`config.mk`:
```
export PLATFORM = sky130hd
export DESIGN_NAME = sprite_blit_scheduler
export DESIGN_NICKNAME = d
export VERILOG_FILES = /design/src/rtl/sprite_blit_scheduler.sv
export SDC_FILE = /design/constraint.sdc
export NUM_CORES = 1
export LEC_CHECK = 0
export CAP_MARGIN = 20
export CORE_UTILIZATION = 40
export CTS_BUF_LIST = sky130_fd_sc_hd__clkbuf_16
export DETAILED_ROUTE_END_ITERATION = 10
export HOLD_SLACK_MARGIN = 0.06
export PLACE_DENSITY = 0.75
export SYNTH_ARGS = -nofsm -noshare
export SYNTH_HDL_FRONTEND = slang
export SYNTH_SLANG_ARGS = --single-unit
export TNS_END_PERCENT = 30
```
`constraint.sdc`:
```
create_clock -name clk_i -period 3.7 [get_ports clk_i]
set_input_delay 0.925 -clock clk_i [delete_from_list [all_inputs] [get_ports clk_i]]
set_output_delay 0.925 -clock clk_i [all_outputs]
set_load 0.03 [all_outputs]
```
`src/rtl/sprite_blit_scheduler.sv`:
```
// rtl/sprite_blit_scheduler.sv - round-robin sprite ROM arbiter and back-buffer blitter
module sprite_blit_scheduler #(
    parameter int         NUM_REQ     = 4,
    parameter int         SPR_W       = 24,
    parameter int         SPR_H       = 45,
    parameter int         SCREEN_W    = 640,
    parameter int         SCREEN_H    = 480,
    parameter logic [4:0] TRANSPARENT = 5'h00
) (
    input  logic                  clk_i,
    input  logic                  rst_ni,
    input  logic                  frame_start_i,
    input  logic [NUM_REQ-1:0]    req_i,
    input  logic [NUM_REQ*10-1:0] pos_x_i,
    input  logic [NUM_REQ*10-1:0] pos_y_i,
    input  logic [NUM_REQ*12-1:0] sprite_base_i,
    output logic [NUM_REQ-1:0]    ack_o,
    output logic [11:0]           rom_addr_o,
    input  logic [4:0]            rom_data_i,
    output logic                  fb_we_o,
    output logic [18:0]           fb_addr_o,
    output logic [4:0]            fb_data_o,
    output logic                  busy_o,
    output logic                  frame_done_o
);
    localparam int PTR_W = (NUM_REQ > 1) ? $clog2(NUM_REQ) : 1;
    localparam int CX_W  = $clog2(SPR_W + 1);
    localparam int CY_W  = $clog2(SPR_H + 1);
    localparam int OFF_W = $clog2(SPR_W * SPR_H + 1);

    localparam logic [2:0] S_IDLE  = 3'd0;
    localparam logic [2:0] S_ARB   = 3'd1;
    localparam logic [2:0] S_READ  = 3'd2;
    localparam logic [2:0] S_DRAIN = 3'd3;
    localparam logic [2:0] S_ACK   = 3'd4;
    localparam logic [2:0] S_DONE  = 3'd5;

    logic [2:0]         state_q, state_d;
    logic [NUM_REQ-1:0] served_q, served_d;
    logic [PTR_W-1:0]   ptr_q, ptr_d;
    logic [PTR_W-1:0]   grant_q, grant_d;
    logic [9:0]         px_q, px_d, py_q, py_d;
    logic [11:0]        base_q, base_d;
    logic [CX_W-1:0]    cx_q, cx_d;
    logic [CY_W-1:0]    cy_q, cy_d;
    logic [OFF_W-1:0]   off_q, off_d;
    logic               drain_q, drain_d;
    logic               s1_valid_q, s1_valid_d;
    logic [10:0]        s1_x_q, s1_x_d, s1_y_q, s1_y_d;
    logic               fb_we_q, fb_we_d;
    logic [18:0]        fb_addr_q, fb_addr_d;
    logic [4:0]         fb_data_q, fb_data_d;

    logic [NUM_REQ-1:0] cand;
    logic [PTR_W-1:0]   pick;
    logic               found;

    function automatic logic [PTR_W-1:0] wrap_idx(input int v);
        return PTR_W'((v >= NUM_REQ) ? v - NUM_REQ : v);
    endfunction

    always_comb begin
        state_d    = state_q;
        served_d   = served_q;
        ptr_d      = ptr_q;
        grant_d    = grant_q;
        px_d       = px_q;
        py_d       = py_q;
        base_d     = base_q;
        cx_d       = cx_q;
        cy_d       = cy_q;
        off_d      = off_q;
        drain_d    = drain_q;

        // Search starts at the pointer so the last-served requester goes to the back.
        cand  = req_i & ~served_q;
        found = 1'b0;
        pick  = '0;
        for (int i = 0; i < NUM_REQ; i++) begin
            if (!found && cand[wrap_idx(int'(ptr_q) + i)]) begin
                found = 1'b1;
                pick  = wrap_idx(int'(ptr_q) + i);
            end
        end

        case (state_q)
            S_IDLE: begin
                if (frame_start_i) begin
                    state_d  = S_ARB;
                    served_d = '0;
                end
            end
            S_ARB: begin
                if (found) begin
                    grant_d = pick;
                    px_d    = pos_x_i[10*int'(pick) +: 10];
                    py_d    = pos_y_i[10*int'(pick) +: 10];
                    base_d  = sprite_base_i[12*int'(pick) +: 12];
                    cx_d    = '0;
                    cy_d    = '0;
                    off_d   = '0;
                    state_d = S_READ;
                end else begin
                    state_d = S_DONE;
                end
            end
            S_READ: begin
                off_d = off_q + 1'b1;
                if (cx_q == CX_W'(SPR_W - 1)) begin
                    cx_d = '0;
                    cy_d = cy_q + 1'b1;
                    if (cy_q == CY_W'(SPR_H - 1)) begin
                        state_d = S_DRAIN;
                        drain_d = 1'b0;
                    end
                end else begin
                    cx_d = cx_q + 1'b1;
                end
            end
            S_DRAIN: begin
                drain_d = 1'b1;
                if (drain_q) state_d = S_ACK;
            end
            S_ACK: begin
                served_d[grant_q] = 1'b1;
                ptr_d   = (grant_q == PTR_W'(NUM_REQ - 1)) ? '0 : grant_q + 1'b1;
                state_d = S_ARB;
            end
            S_DONE:  state_d = S_IDLE;
            default: state_d = S_IDLE;
        endcase

        // Stage 1 travels alongside the ROM read; stage 2 qualifies and registers the write.
        s1_valid_d = (state_q == S_READ);
        s1_x_d     = {1'b0, px_q} + 11'(cx_q);
        s1_y_d     = {1'b0, py_q} + 11'(cy_q);
        fb_we_d    = s1_valid_q && (rom_data_i != TRANSPARENT) &&
                     (s1_x_q < 11'(SCREEN_W)) && (s1_y_q < 11'(SCREEN_H));
        fb_addr_d  = fb_addr_q;
        fb_data_d  = fb_data_q;
        if (fb_we_d) begin
            fb_addr_d = 19'(s1_y_q) * 19'(SCREEN_W) + 19'(s1_x_q);
            fb_data_d = rom_data_i;
        end
    end

    always_ff @(posedge clk_i or negedge rst_ni) begin
        if (!rst_ni) begin
            state_q    <= S_IDLE;
            served_q   <= '0;
            ptr_q      <= '0;
            grant_q    <= '0;
            px_q       <= '0;
            py_q       <= '0;
            base_q     <= '0;
            cx_q       <= '0;
            cy_q       <= '0;
            off_q      <= '0;
            drain_q    <= 1'b0;
            s1_valid_q <= 1'b0;
            s1_x_q     <= '0;
            s1_y_q     <= '0;
            fb_we_q    <= 1'b0;
            fb_addr_q  <= '0;
            fb_data_q  <= '0;
        end else begin
            state_q    <= state_d;
            served_q   <= served_d;
            ptr_q      <= ptr_d;
            grant_q    <= grant_d;
            px_q       <= px_d;
            py_q       <= py_d;
            base_q     <= base_d;
            cx_q       <= cx_d;
            cy_q       <= cy_d;
            off_q      <= off_d;
            drain_q    <= drain_d;
            s1_valid_q <= s1_valid_d;
            s1_x_q     <= s1_x_d;
            s1_y_q     <= s1_y_d;
            fb_we_q    <= fb_we_d;
            fb_addr_q  <= fb_addr_d;
            fb_data_q  <= fb_data_d;
        end
    end

    always_comb begin
        ack_o = '0;
        if (state_q == S_ACK) ack_o[grant_q] = 1'b1;
    end

    // The linear pixel offset equals cy*SPR_W+cx, so no multiplier is needed on the ROM side.
    assign rom_addr_o   = base_q + 12'(off_q);
    assign fb_we_o      = fb_we_q;
    assign fb_addr_o    = fb_addr_q;
    assign fb_data_o    = fb_data_q;
    assign busy_o       = (state_q != S_IDLE);
    assign frame_done_o = (state_q == S_DONE);
endmodule

```
# --- Yosys cells after proc, flatten, opt, wreduce, memory -nomap -nowiden ---
# Cells that the tools add are included.
totals:
  output_inout_bits: 43
  input_bits: 140
  word_cells: 131
  regBits: 114
op_classes:
  n_lt_le_gt_ge: 12
  n_eq_ne: 13
  n_bitwise: 3
  n_mux: 43
  add_sub_neg: 15
  reduce_logical: 22
  n_mul: 3
  shift: 3
op_table:
  columns: ["op", "count"]
  rows:
  - ["indexed part select 48 x 7 -> 12 bit", 1]
  - ["indexed part select 40 x 32 -> 10 bit", 1]
  - ["indexed part select 40 x 7 -> 10 bit", 1]
  - ["one-hot mux 11 bit (2 select lines)", 1]
  - ["adder 19 x 11 -> 19 bit", 1]
  - ["2-to-1 mux 2 bit", 9]
  - ["less-than comparator 2 x 3 -> 1 bit (second input constant)", 5]
  - ["2-to-1 mux 3 bit", 5]
  - ["one-hot mux 3 bit (5 select lines)", 1]
  - ["adder 12 x 11 -> 12 bit", 1]
  - ["multiplier 11 x 3 -> 12 bit (second input constant)", 1]
  - ["2-to-1 mux 6 bit", 2]
  - ["one-hot mux 6 bit (2 select lines)", 1]
  - ["adder 10 x 5 -> 11 bit", 1]
  - ["adder 10 x 6 -> 11 bit", 1]
  - ["adder 11 x 1 -> 11 bit (second input constant)", 1]
  - ["less-than comparator 11 x 10 -> 1 bit (second input constant)", 1]
  - ["less-than comparator 11 x 9 -> 1 bit (second input constant)", 1]
  - ["2-to-1 mux 1 bit", 11]
  - ["2-to-1 mux 11 bit", 1]
  - ["2-to-1 mux 5 bit", 2]
  - ["one-hot mux 5 bit (2 select lines)", 1]
  - ["greater-or-equal comparator 3 bit (second input constant)", 3]
  - ["binary-select mux 1 bit (select 2 bit)", 4]
  - ["other kinds (34)", 57]

# --- Logic depth before layout (Yosys ltp) ---
depth:
  depth_word: 16
  depth_mapped: 10
  depth_no_buf: 10

# --- Worst setup path before layout ---
# No wires, ideal clock.
synth_path:
  path_type: "register to output"
  start: "register off_q[0]"
  end: "output port rom_addr_o[8]"
  arrival_ps: 2243
  path_slack_ps: 532
  required_time_ps: 2775
  path_buffers: 0
  path_stages_with_launch: 10
  cell_sequence: "dfrtp_1 -> ha_1 -> inv_1 -> fa_1 -> nor2b_1 -> o21ai_0 -> a21boi_0 -> o21ai_0 -> a21oi_1 -> xor2_1"
synth_via:
  elab_chain_len: 1
synth_rtl:
  columns: ["element", "line", "source"]
  rows:
  - ["from (decl)", "46", "logic [OFF_W-1:0] off_q, off_d;"]
  - ["from (signal assigned)", "158", "off_q <= '0;"]
  - ["from (signal assigned)", "176", "off_q <= off_d;"]
  - ["adder 12 x 11 -> 12 bit", "193", "assign rom_addr_o = base_q + 12'(off_q);"]
  - ["to (decl)", "18", "output logic [11:0] rom_addr_o,"]
# Every way passes these cells.

# --- Worst setup path after layout ---
layout_path:
  start: "register base_q[0]"
  end: "output port rom_addr_o[10]"
layout_via:
  elab_chain_len: 1
layout_rtl:
  columns: ["element", "line", "source"]
  rows:
  - ["from (decl)", "43", "logic [11:0] base_q, base_d;"]
  - ["from (signal assigned)", "173", "base_q <= base_d;"]
  - ["adder 12 x 11 -> 12 bit", "193", null]
# Every way passes these cells.

==> results_dict.tcl <==
set metrics [dict create \
    status "finished, final reports clean" \
    grt_util_all_layers 0.199 \
    fill_cells 1537 \
    wire_per_inst_um 14.9 \
    tightest_slew_ns 0.865 \
    hp-start "s1_x_q[1]" \
    start_kind "flop" \
    drive_gt1_frac 0.0964 \
    cts_sinks 114 \
    grt_overflow 0 \
    vdd_drop_max_mv 0.485 \
    seq_area_frac_synth 0.405 \
    synth_edf_count 0 \
    total_power_mw 7.95 \
    dp.final_hpwl_um 13000 \
    rsz0062_at_grt "true" \
    ys_seq_elements 114 \
    layout_common_cells "clkdlybuf4s50_1, dfrtp_1, nand2_1" \
    vias 5968 \
    crit_start "base_q[0]" \
    multi_input_area_sq_um 3950 \
    ios 183 \
    postLayoutSetupSlackWorst_ns 0.124 \
    syn_area_per_cell_sq_um 9.76 \
    fin_crit_sh 0.966 \
    grt_max_degree 64 \
    drt_first_pass_iters 5 \
    grt_first_pass_wirelength_um 28200 \
    cts_buffer_depth 2 \
    root_buffer "clkbuf_16" \
    routed_via_density 5.20 \
    clk_latency_ns 0.41 \
    maxCapViolations 0 \
    insertedDiodeCount 0 \
    die_h_um 135 \
    gp_congestion 0.817 \
    stdcell_area_sq_um 9650 \
    power_density_nw_per_um2 824 \
    placed_area_sq_um 9160 \
    ys.flop_type "dfrtp_1" \
    die_area_sq_um 18200 \
    die_w_um 135 \
    core_region_area_sq_um 17200 \
    fmax_mhz 280 \
    numPortBuffers 182 \
    slowest_stage "fa_1" \
    path_class "reg2out" \
    seqCellArea_sq_um 2850 \
    synth_cell_types 62 \
    endpoint_kind "output port" \
    std_cell_rows 48 \
    wirelength_um 17100 \
    grt_antenna_before_repair 0 \
    drc 0 \
    cts_buffers 17 \
    cts.clk_slew.worst_paths_ns 0.05 \
    crit_required_ns 2.77 \
    cts-hold-fix-buffers 0 \
    place_ws_ns -0.0510 \
    synth_fp_nets 918 \
    drv_slew 0 \
    ys_warn_count 0 \
    fin_nets 1106 \
    hold_slack_ns 0.437 \
    synth-async-reset-ratio 1.00 \
    critPathArrivalTime_ns 2.65 \
    cts_tree "done" \
    htreeDepth 4 \
    path_max_fanout 3 \
    hold_class "reg2reg" \
    crit_chain "ha_1 -> inv_1 -> fa_1 -> nor2b_1 -> o21ai_0 -> a21boi_1 -> o21ai_2 -> a21oi_2 -> nor4_1 -> a211o_1 -> buf_2" \
    slew_headroom 0.422 \
    r2r_start "s1_y_q[1]" \
    final_antenna_net_count 0 \
    syn_inst 722 \
    cpPeakStageDelay_ns 0.39 \
    hold_viol 0 \
    finalSetupViolCount 0 \
    leakagePower_nw 4.44 \
    fin_crit_ns 3.58 \
    drt_iter0_markers 283 \
    skew_ns 0.00461 \
    syn_area_sq_um 7050 \
    final_common_cell "clkdlybuf4s50_1" \
    grt_pass1_vias 5846 \
    start_util 0.409 \
    area_growth_pct 36.9 \
]
-- Yosys cell counts (all sizes together), types with 15 or more instances --
master,number,area [sq um]
nor2,50,190
o21ai,77,385
xnor2,27,236
dfrtp,114,2850
nand3,17,85.1
nand2,75,282
a22oi,32,240
mux2,34,383
ha,51,638
a21oi,25,125
inv,32,120
a21o,16,120
mux2i,34,340
xor2,15,139
-- state kept, by name, summed over array words and instances (netlist names), 5 cells and up --
name       count
base_q        12
cx_q           5
cy_q           6
fb_addr_o     19
fb_data_o      5
off_q         11
px_q          10
py_q          10
s1_x_q        11
s1_y_q        11
-- per-layer routing --
layer | GRT usage | wire, um
met1 | 0.241 | 7460
met2 | 0.344 | 8380
met3 | 0.0522 | 1070
met4 | 0.0612 | 207
met5 | 0 | 0
-- repair_timing --
action,4_1_cts,5_1_grt
buffers inserted,0,1
gates resized for setup,15,13
pin swaps,0,3
setup endpoints to repair,7,5
-- critical path: cells and delay by family, from the launching register on --
family	cells	cell delay, ns
AO/OA/AOI/OAI	5	0.90
adder cells (fa/ha/maj)	2	0.56
buffers and inverters	2	0.23
flip-flops	1	0.35
AND/OR/NAND/NOR	2	0.20
-- kinds of logic (layout without fill, tap and decap cells) --
| logic type | count (synthesis) | in the layout | synth area share |
|---|---|---|---|
| AND/OR/NAND/NOR | 199 | 199 | 0.134 |
| buffers and inverters | 60 | 261 | 0.0371 |
| XOR/XNOR | 42 | 42 | 0.0533 |
| multiplexers | 68 | 68 | 0.103 |
| flip-flops | 114 | 114 | 0.405 |
| adder cells (fa/ha/maj) | 56 | 56 | 0.105 |
| AO/OA/AOI/OAI | 183 | 183 | 0.163 |
-- path summary, 6_finish.rpt --
check | slack (ns) | cells past startpoint | end
setup reg to reg | 0.61 | 9 | fb_addr_o[18]
setup / recovery | 0.12 | 11 | rom_addr_o[10]
hold reg to reg | 0.44 | 2 | fb_addr_o[1]
hold / removal | 0.44 | 2 | fb_addr_o[1]
max in group asynchronous | 2.29 | 2 | base_q[0]
min in group asynchronous | 0.61 | 1 | fb_addr_o[12]
-- layout make-up --
type,count,area share
clock buffer,17,0.0441
clock inverter,15,0.00649
inverter,32,0.0125
multi-input combinational,548,0.410
sequential,114,0.296
tap,225,0.0292
timing repair buffer,197,0.202
-- metrics by stage --
stage / util / TNS [ns] / cells
floorplan: - / 0 / 722
global placement: 0.532 / 0 / 1115
detailed placement: 0.532 / -0.0510 / 1115
CTS: 0.560 / -0.142 / 1147
global route: 0.560 / -0.0381 / 1148
finish: 0.560 / 0 / 1148
-- power breakdown --
group          internal (mW)  total [mW]  switching (mW)  leakage (nW)
clock                  0.818        1.35           0.530         0.264
sequential              1.75        2.15           0.399          1.45
combinational           1.97        4.45            2.48          2.72
total                   4.54        7.95            3.41          4.44
No activity file was read; power rests on OpenSTA's default activity.
